<file path="src/rtl/mem_load_arb.sv">
// Bus/memory arbiter that freezes the CPU at an instruction boundary and writes loader beats.
// Optional macro LDR_AUTOINC_EN: latch the first beat address and auto-increment it per beat.
module mem_load_arb #(
   parameter int pDATA_WIDTH = 8,
   parameter int pADDR_WIDTH = 8
) (
   input  logic                   iclk,
   input  logic                   irst,
   input  logic                   ien,
   input  logic                   icpu_boundary,
   input  logic                   ild_req,
   input  logic [pADDR_WIDTH-1:0] ild_addr,
   input  logic [pDATA_WIDTH-1:0] ild_data,
   output logic                   old_ack,
   output logic                   ocpu_en,
   output logic                   obus_ovr,
   output logic [pDATA_WIDTH-1:0] obus_data,
   output logic                   oame_en,
   output logic                   odme_en,
   output logic                   obusy,
   output logic [7:0]             obeat_cnt
);

   typedef enum logic [2:0] {
      S_IDLE,
      S_DRAIN,
      S_LD_ADDR,
      S_LD_DATA,
      S_ACK,
      S_HOLD
   } state_e;

   state_e                 state_q, state_d;
   logic [7:0]             beat_cnt_q, beat_cnt_d;
   logic                   drain_done;
   logic [pADDR_WIDTH-1:0] beat_addr;

   // The CPU may be frozen once it finishes its last step, or at once if it is not running.
   assign drain_done = (state_q == S_DRAIN) && (icpu_boundary || !ien);

   // NOTE: every combinational output gets a default first so no path can infer a latch.
   always_comb begin
      state_d = state_q;
      case (state_q)
         S_IDLE:    if (ild_req) state_d = S_DRAIN;
         S_DRAIN:   if (drain_done) state_d = S_LD_ADDR;
         S_LD_ADDR: state_d = S_LD_DATA;
         S_LD_DATA: state_d = S_ACK;
         S_ACK:     state_d = S_HOLD;
         S_HOLD:    state_d = ild_req ? S_LD_ADDR : S_IDLE;
         default:   state_d = S_IDLE;
      endcase
   end

   assign beat_cnt_d = (state_q == S_LD_DATA) ? beat_cnt_q + 8'd1 : beat_cnt_q;

`ifdef LDR_AUTOINC_EN
   localparam logic [pADDR_WIDTH-1:0] ADDR_ONE = 1;

   logic [pADDR_WIDTH-1:0] addr_q, addr_d;

   always_comb begin
      addr_d = addr_q;
      if (drain_done) begin
         addr_d = ild_addr;
      end else if (state_q == S_LD_DATA) begin
         addr_d = addr_q + ADDR_ONE;
      end
   end

   always_ff @(posedge iclk or posedge irst) begin
      if (irst) begin
         addr_q <= '0;
      end else begin
         addr_q <= addr_d;
      end
   end

   assign beat_addr = addr_q;
`else
   assign beat_addr = ild_addr;
`endif

   // NOTE: state registers use non-blocking assignments so every flop samples pre-edge values.
   always_ff @(posedge iclk or posedge irst) begin
      if (irst) begin
         state_q    <= S_IDLE;
         beat_cnt_q <= '0;
      end else begin
         state_q    <= state_d;
         beat_cnt_q <= beat_cnt_d;
      end
   end

   // Enables decode only from state; ien is the sole pass-through to ocpu_en.
   always_comb begin
      ocpu_en   = 1'b0;
      obus_ovr  = 1'b0;
      obus_data = '0;
      oame_en   = 1'b0;
      odme_en   = 1'b0;
      old_ack   = 1'b0;
      case (state_q)
         S_IDLE, S_DRAIN: ocpu_en = ien;
         S_LD_ADDR: begin
            obus_ovr                       = 1'b1;
            oame_en                        = 1'b1;
            obus_data[pADDR_WIDTH-1:0]     = beat_addr;
         end
         S_LD_DATA: begin
            obus_ovr  = 1'b1;
            odme_en   = 1'b1;
            obus_data = ild_data;
         end
         S_ACK:   old_ack = 1'b1;
         default: ;
      endcase
   end

   assign obusy     = (state_q != S_IDLE);
   assign obeat_cnt = beat_cnt_q;

endmodule
</file>
<file path="config.mk">
export PLATFORM = sky130hd
export DESIGN_NAME = mem_load_arb
export DESIGN_NICKNAME = d
export VERILOG_FILES = /design/src/rtl/mem_load_arb.sv
export SDC_FILE = /design/constraint.sdc
export NUM_CORES = 1
export LEC_CHECK = 0
export ABC_AREA = 0
export CORE_UTILIZATION = 35
export CTS_CLUSTER_SIZE = 8
export DETAILED_ROUTE_END_ITERATION = 12
export GPL_ROUTABILITY_DRIVEN = 0
export MAX_ROUTING_LAYER = met4
export PLACE_DENSITY = 0.77
export SYNTH_ARGS = -nofsm -noshare
export SYNTH_HDL_FRONTEND = slang
export SYNTH_SLANG_ARGS = --single-unit
</file>
<file path="constraint.sdc">
create_clock -name iclk -period 3.79 [get_ports iclk]
set_input_delay 1.137 -clock iclk [delete_from_list [all_inputs] [get_ports iclk]]
set_output_delay 1.137 -clock iclk [all_outputs]
set_load 0.05 [all_outputs]
</file>
* Word-level counts from Yosys, hierarchy flattened
Cells that the tools add are included.
Operators by class: $add $sub $neg 1, equality and inequality tests 7, mux-type cells 10, reduce and logical (&&, ||, !) cells 8
Operator list (count):
- 3-bit one-hot mux with 6 select lines | 1
- 8-bit one-hot mux with 2 select lines | 1
- 8-bit by 1-bit adder with 8-bit output (second input constant) | 1
- 3-bit by 2-bit == test with 1-bit output (second input constant) | 2
- 3-bit == test (second input constant) | 2
- 3-bit two-way mux | 2
- 1-bit two-way mux | 5
- 2-bit != test (second input constant) | 2
- 2-bit OR reduction | 2
- 3-bit by 1-bit == test with 1-bit output (second input constant) | 1
- 3-bit logical NOT | 1
- 3-bit nonzero test | 1
- 2-bit two-way mux | 1
- 2-bit AND reduction | 1
- 1-bit logical AND | 1
- 1-bit logical NOT | 1
- 1-bit logical OR | 1
Storage, ports and cells: register bits after elaboration 11, input bits 21, output and inout bits 22, logic and storage cells 28

* Depth between registers and ports, before layout
word-level depth 5, depth in mapped cells 4, mapped depth without buffers 4

* Least setup slack after synthesis
Ideal clock, no wire load.
path kind input-to-output, start in ien, end out ocpu_en, arrival time 2.210 ns, setup slack 0.443 ns, stages 2, cells stage by stage inv_1 -> nor3_1
Between the ends: longest elaborated chain between the ends 1
Ends and longest elaborated chain:
- from (decl) | RTL line 9 | input logic ien,
- 1-bit two-way mux | RTL line 103 | case (state_q)
- to (decl) | RTL line 15 | output logic ocpu_en,
No other way between the ends.

* Worst setup path after layout
Ends and elaborated chain as after synthesis.

==> results.md <==
- Final min period: roughly 3.3 ns
- Final wirelength: around 1600 µm
- Worst VDD drop: 513 µV
- Worst r2r dst: obeat_cnt[1]$_DFFE_PP0N_
- Area of the die: ~2100 µm²
- PwrDens: between 800 and 900 nW/µm²
- Setup skew after layout: approximately 0.001 ns
- Synth Area in Adders: under 10%
- Synth async-reset ratio: 100%
- Number of antenna violations at the first check in global routing: 0
- Hold WC Path Type: register to register
- Fmax: slightly above 0.3 GHz
- Final Hold Slack: 0.465 ns
- CP Cell Sequence: clkdlybuf4s50_1 > inv_1 > nor3_1 > buf_12
- Critical path endpoint category: output port
- R2R cell count: 4
- Setup TNS: 0 ns
- Nets: ~140
- Via/cell ratio: ~4.9
- Final Max Tran Viols: 0
- Post-synth EDFFs: 0
- Share of post-route cells with drive strength above 1: about 19%
- IO buf count: 42
- Vias in the first global route: 692
- Rows: 15
- Per-cell routed wire length: between 10 and 15 µm
- Dominant cells by area after synthesis: dfrtp_1 (40%), mux2i_1 (12%), nor2_1 (6.0%), xor2_1 (5.1%), xnor2_1 (3.8%)
- Yosys Warn Count: 0
- Hold path depth: 1
- Top post-synthesis cells by count: dfrtp_1 (11), nor2_1 (11), mux2i_1 (8)
- Crit path max fanout: 2
- Critical Path Max Stage Delay: approximately 0.47 ns
- TritonCTS Sinks: 11
- Worst setup SP type: primary input
- DIE HEIGHT: 46.3 µm
- Mapped cell area: approximately 700 µm²
- Post CTS Setup Buffer Count: 0
- Mapped Avg Cell Area: between 9 and 10 µm²
- Compound-Gate Fraction of Synth Area: 4.36%
- Critical path type: primary input to output port
- Worst r2r src: state_q[2]$_DFFE_PP0P_
- Htree depth: 1
- Final setup vio count: 0
- DR DRC count: 0
- Remaining antenna violation count after routing: 0
- First DRT Iteration DRCs: 3
- Final hold vios: 0
- Clk buf depth: 2
- RSZ-0062 raised after global routing: false
- Post-synth top area cell: dfrtp_1
- Syn nets: between 90 and 100
- Max-Cap Viols: 0
- Non-filler instance count after layout: 139
- Post-synth top flop: dfrtp_1
- Fin area: ~1200 µm²
- Total placed cells including tap cells: 135
- Clock root cell: clkbuf_4
- Via count: 677
- Area Overhead vs Synth: 80.7%
- Mux share of post-synthesis cell area: ~14%
- Status: complete, no violations
- Seq/Total Area, Yosys: about two fifths
- Num ports: 43
- Initial Utilization: between 30% and 40%
- First-pass GRT wire length: ~2700 µm
- Hold Crit Endpoint: obeat_cnt[7]$_DFFE_PP0N_
- Fin util: between 60 and 70%
- Leak: 0.568 nW
- Fin crit share: a little under nine tenths
- DP Area: ~1200 µm²
- Remaining global-route overflow: 0
- Synth Area in Simple Gates: ~25%
- Largest net degree at the start of global routing: 15
- Core area: ~1800 µm²
- Main combinational cell family by area after synthesis: simple AND/OR/NAND/NOR gates
- CP Data Required Time: about 2.7 ns
- Clock Pin Slew Worst Setup and Hold Paths: around 0.07 ns
- GRT Util Overall: 18.4%
- Slowest-stage cell, CP: clkdlybuf4s50_1
- Yosys top cell area share: around two fifths
- Yosys cell types: 26
- Cts bufs inserted: 3
- R2R Setup Slk: about 2.5 ns
- CTS tree: done
- CP arrival: approximately 2.1 ns
- Detailed placer's ending HPWL: roughly 1300 µm
- Worst skew pair latency: between 0.2 and 0.3 ns
- Die width: between 40 and 50 µm
- Post-Synth XOR/XNOR Area: 8.91%
- Least-Margin Pin Slew: about 0.52 ns
- First-pass DRT Iterations: 4
- Post-CTS sizing: 0
- Ant. Diodes: 0
- Seq cells post-synth: 11
- Slew HR: between 60% and 70%
- HP Start: obeat_cnt[7]$_DFFE_PP0N_
- # hold bufs at CTS: 0
- Cells after Synth: 70
## stage by stage
stage | power [mW] | setup WS (ns)
after detailed placement | 0.985 | 0.537
after floorplan | 0.694 | 0.443
after global placement | 0.975 | 0.548
after global routing | 1.11 | 0.439
after CTS | 1.07 | 0.515
final | 1.06 | 0.515
## layout make-up
class / instances / area [µm²]
Timing Repair Buffer: 43 / 518
Clock buffer: 4 / 26.3
Multi-Input combinational cell: 50 / 370
Sequential cell: 11 / 275
Tap cell: 25 / 31.3
Inverter: 6 / 22.5
Fill cell: 141 / 539
## worst max-delay path, delay by kind of cell
kind          cells  cell delay [ns]
buf+inv           3             0.71
simple gates      1             0.29
## where the power goes
group	leakage (nW)	total, mW	switching [mW]	internal (mW)
clock	0.0150	0.0792	0.0384	0.0408
combinational	0.411	0.751	0.440	0.311
sequential	0.142	0.226	0.0680	0.158
total	0.568	1.06	0.546	0.510
## per-layer routing
layer | up-vias | share of wire [%] | GRT usage (%)
li1 | 325 | - | -
met1 | 305 | 40 | 20.1
met2 | 42 | 47 | 29.7
met3 | 5 | 11 | 5.88
met4 | 0 | 2.2 | 8.82
met5 | - | 0 | -
## cells in the final DEF (no fill, tap or decap), types with 2 or more instances in the layout
cell type        Yosys  final
mux2i_1              8      8
clkdlybuf4s50_1      0     33
dfrtp_1             11     11
buf_12               0      9
inv_1                5      5
o21ai_0              2      2
nand3_2              2      2
nand2_1              3      3
nor2_1              11     11
xnor2_1              3      3
nor3_1               3      3
xor2_1               4      4
nand4_1              2      2
clkbuf_4             0      3
## worst max path at each step
stage	start	end	slack [ns]	cells past startpoint
6_report	ien	ocpu_en	0.52	4
5_1_grt	ien	ocpu_en	0.44	4
4_1_cts	ien	ocpu_en	0.51	4
3_5_place_dp	ien	ocpu_en	0.54	4
3_3_place_gp	ien	ocpu_en	0.55	4
2_1_floorplan	ien	ocpu_en	0.44	2
## flip-flops by register name, indices dropped and copies added, names as in the netlist
signal	count
obeat_cnt	8
state_q	3
## logic make-up (layout without fill, tap and decap cells)
kind of cell,count (synthesis),after routing
and+or+nand+nor,28,28
xor gates and xnor gates,7,7
DFF,11,11
buffers and inverters,9,53
AOI/OAI and AO/OA,5,5
adders and majority gates,1,1
muxes,9,9
Power figures use the tool's default switching activity.
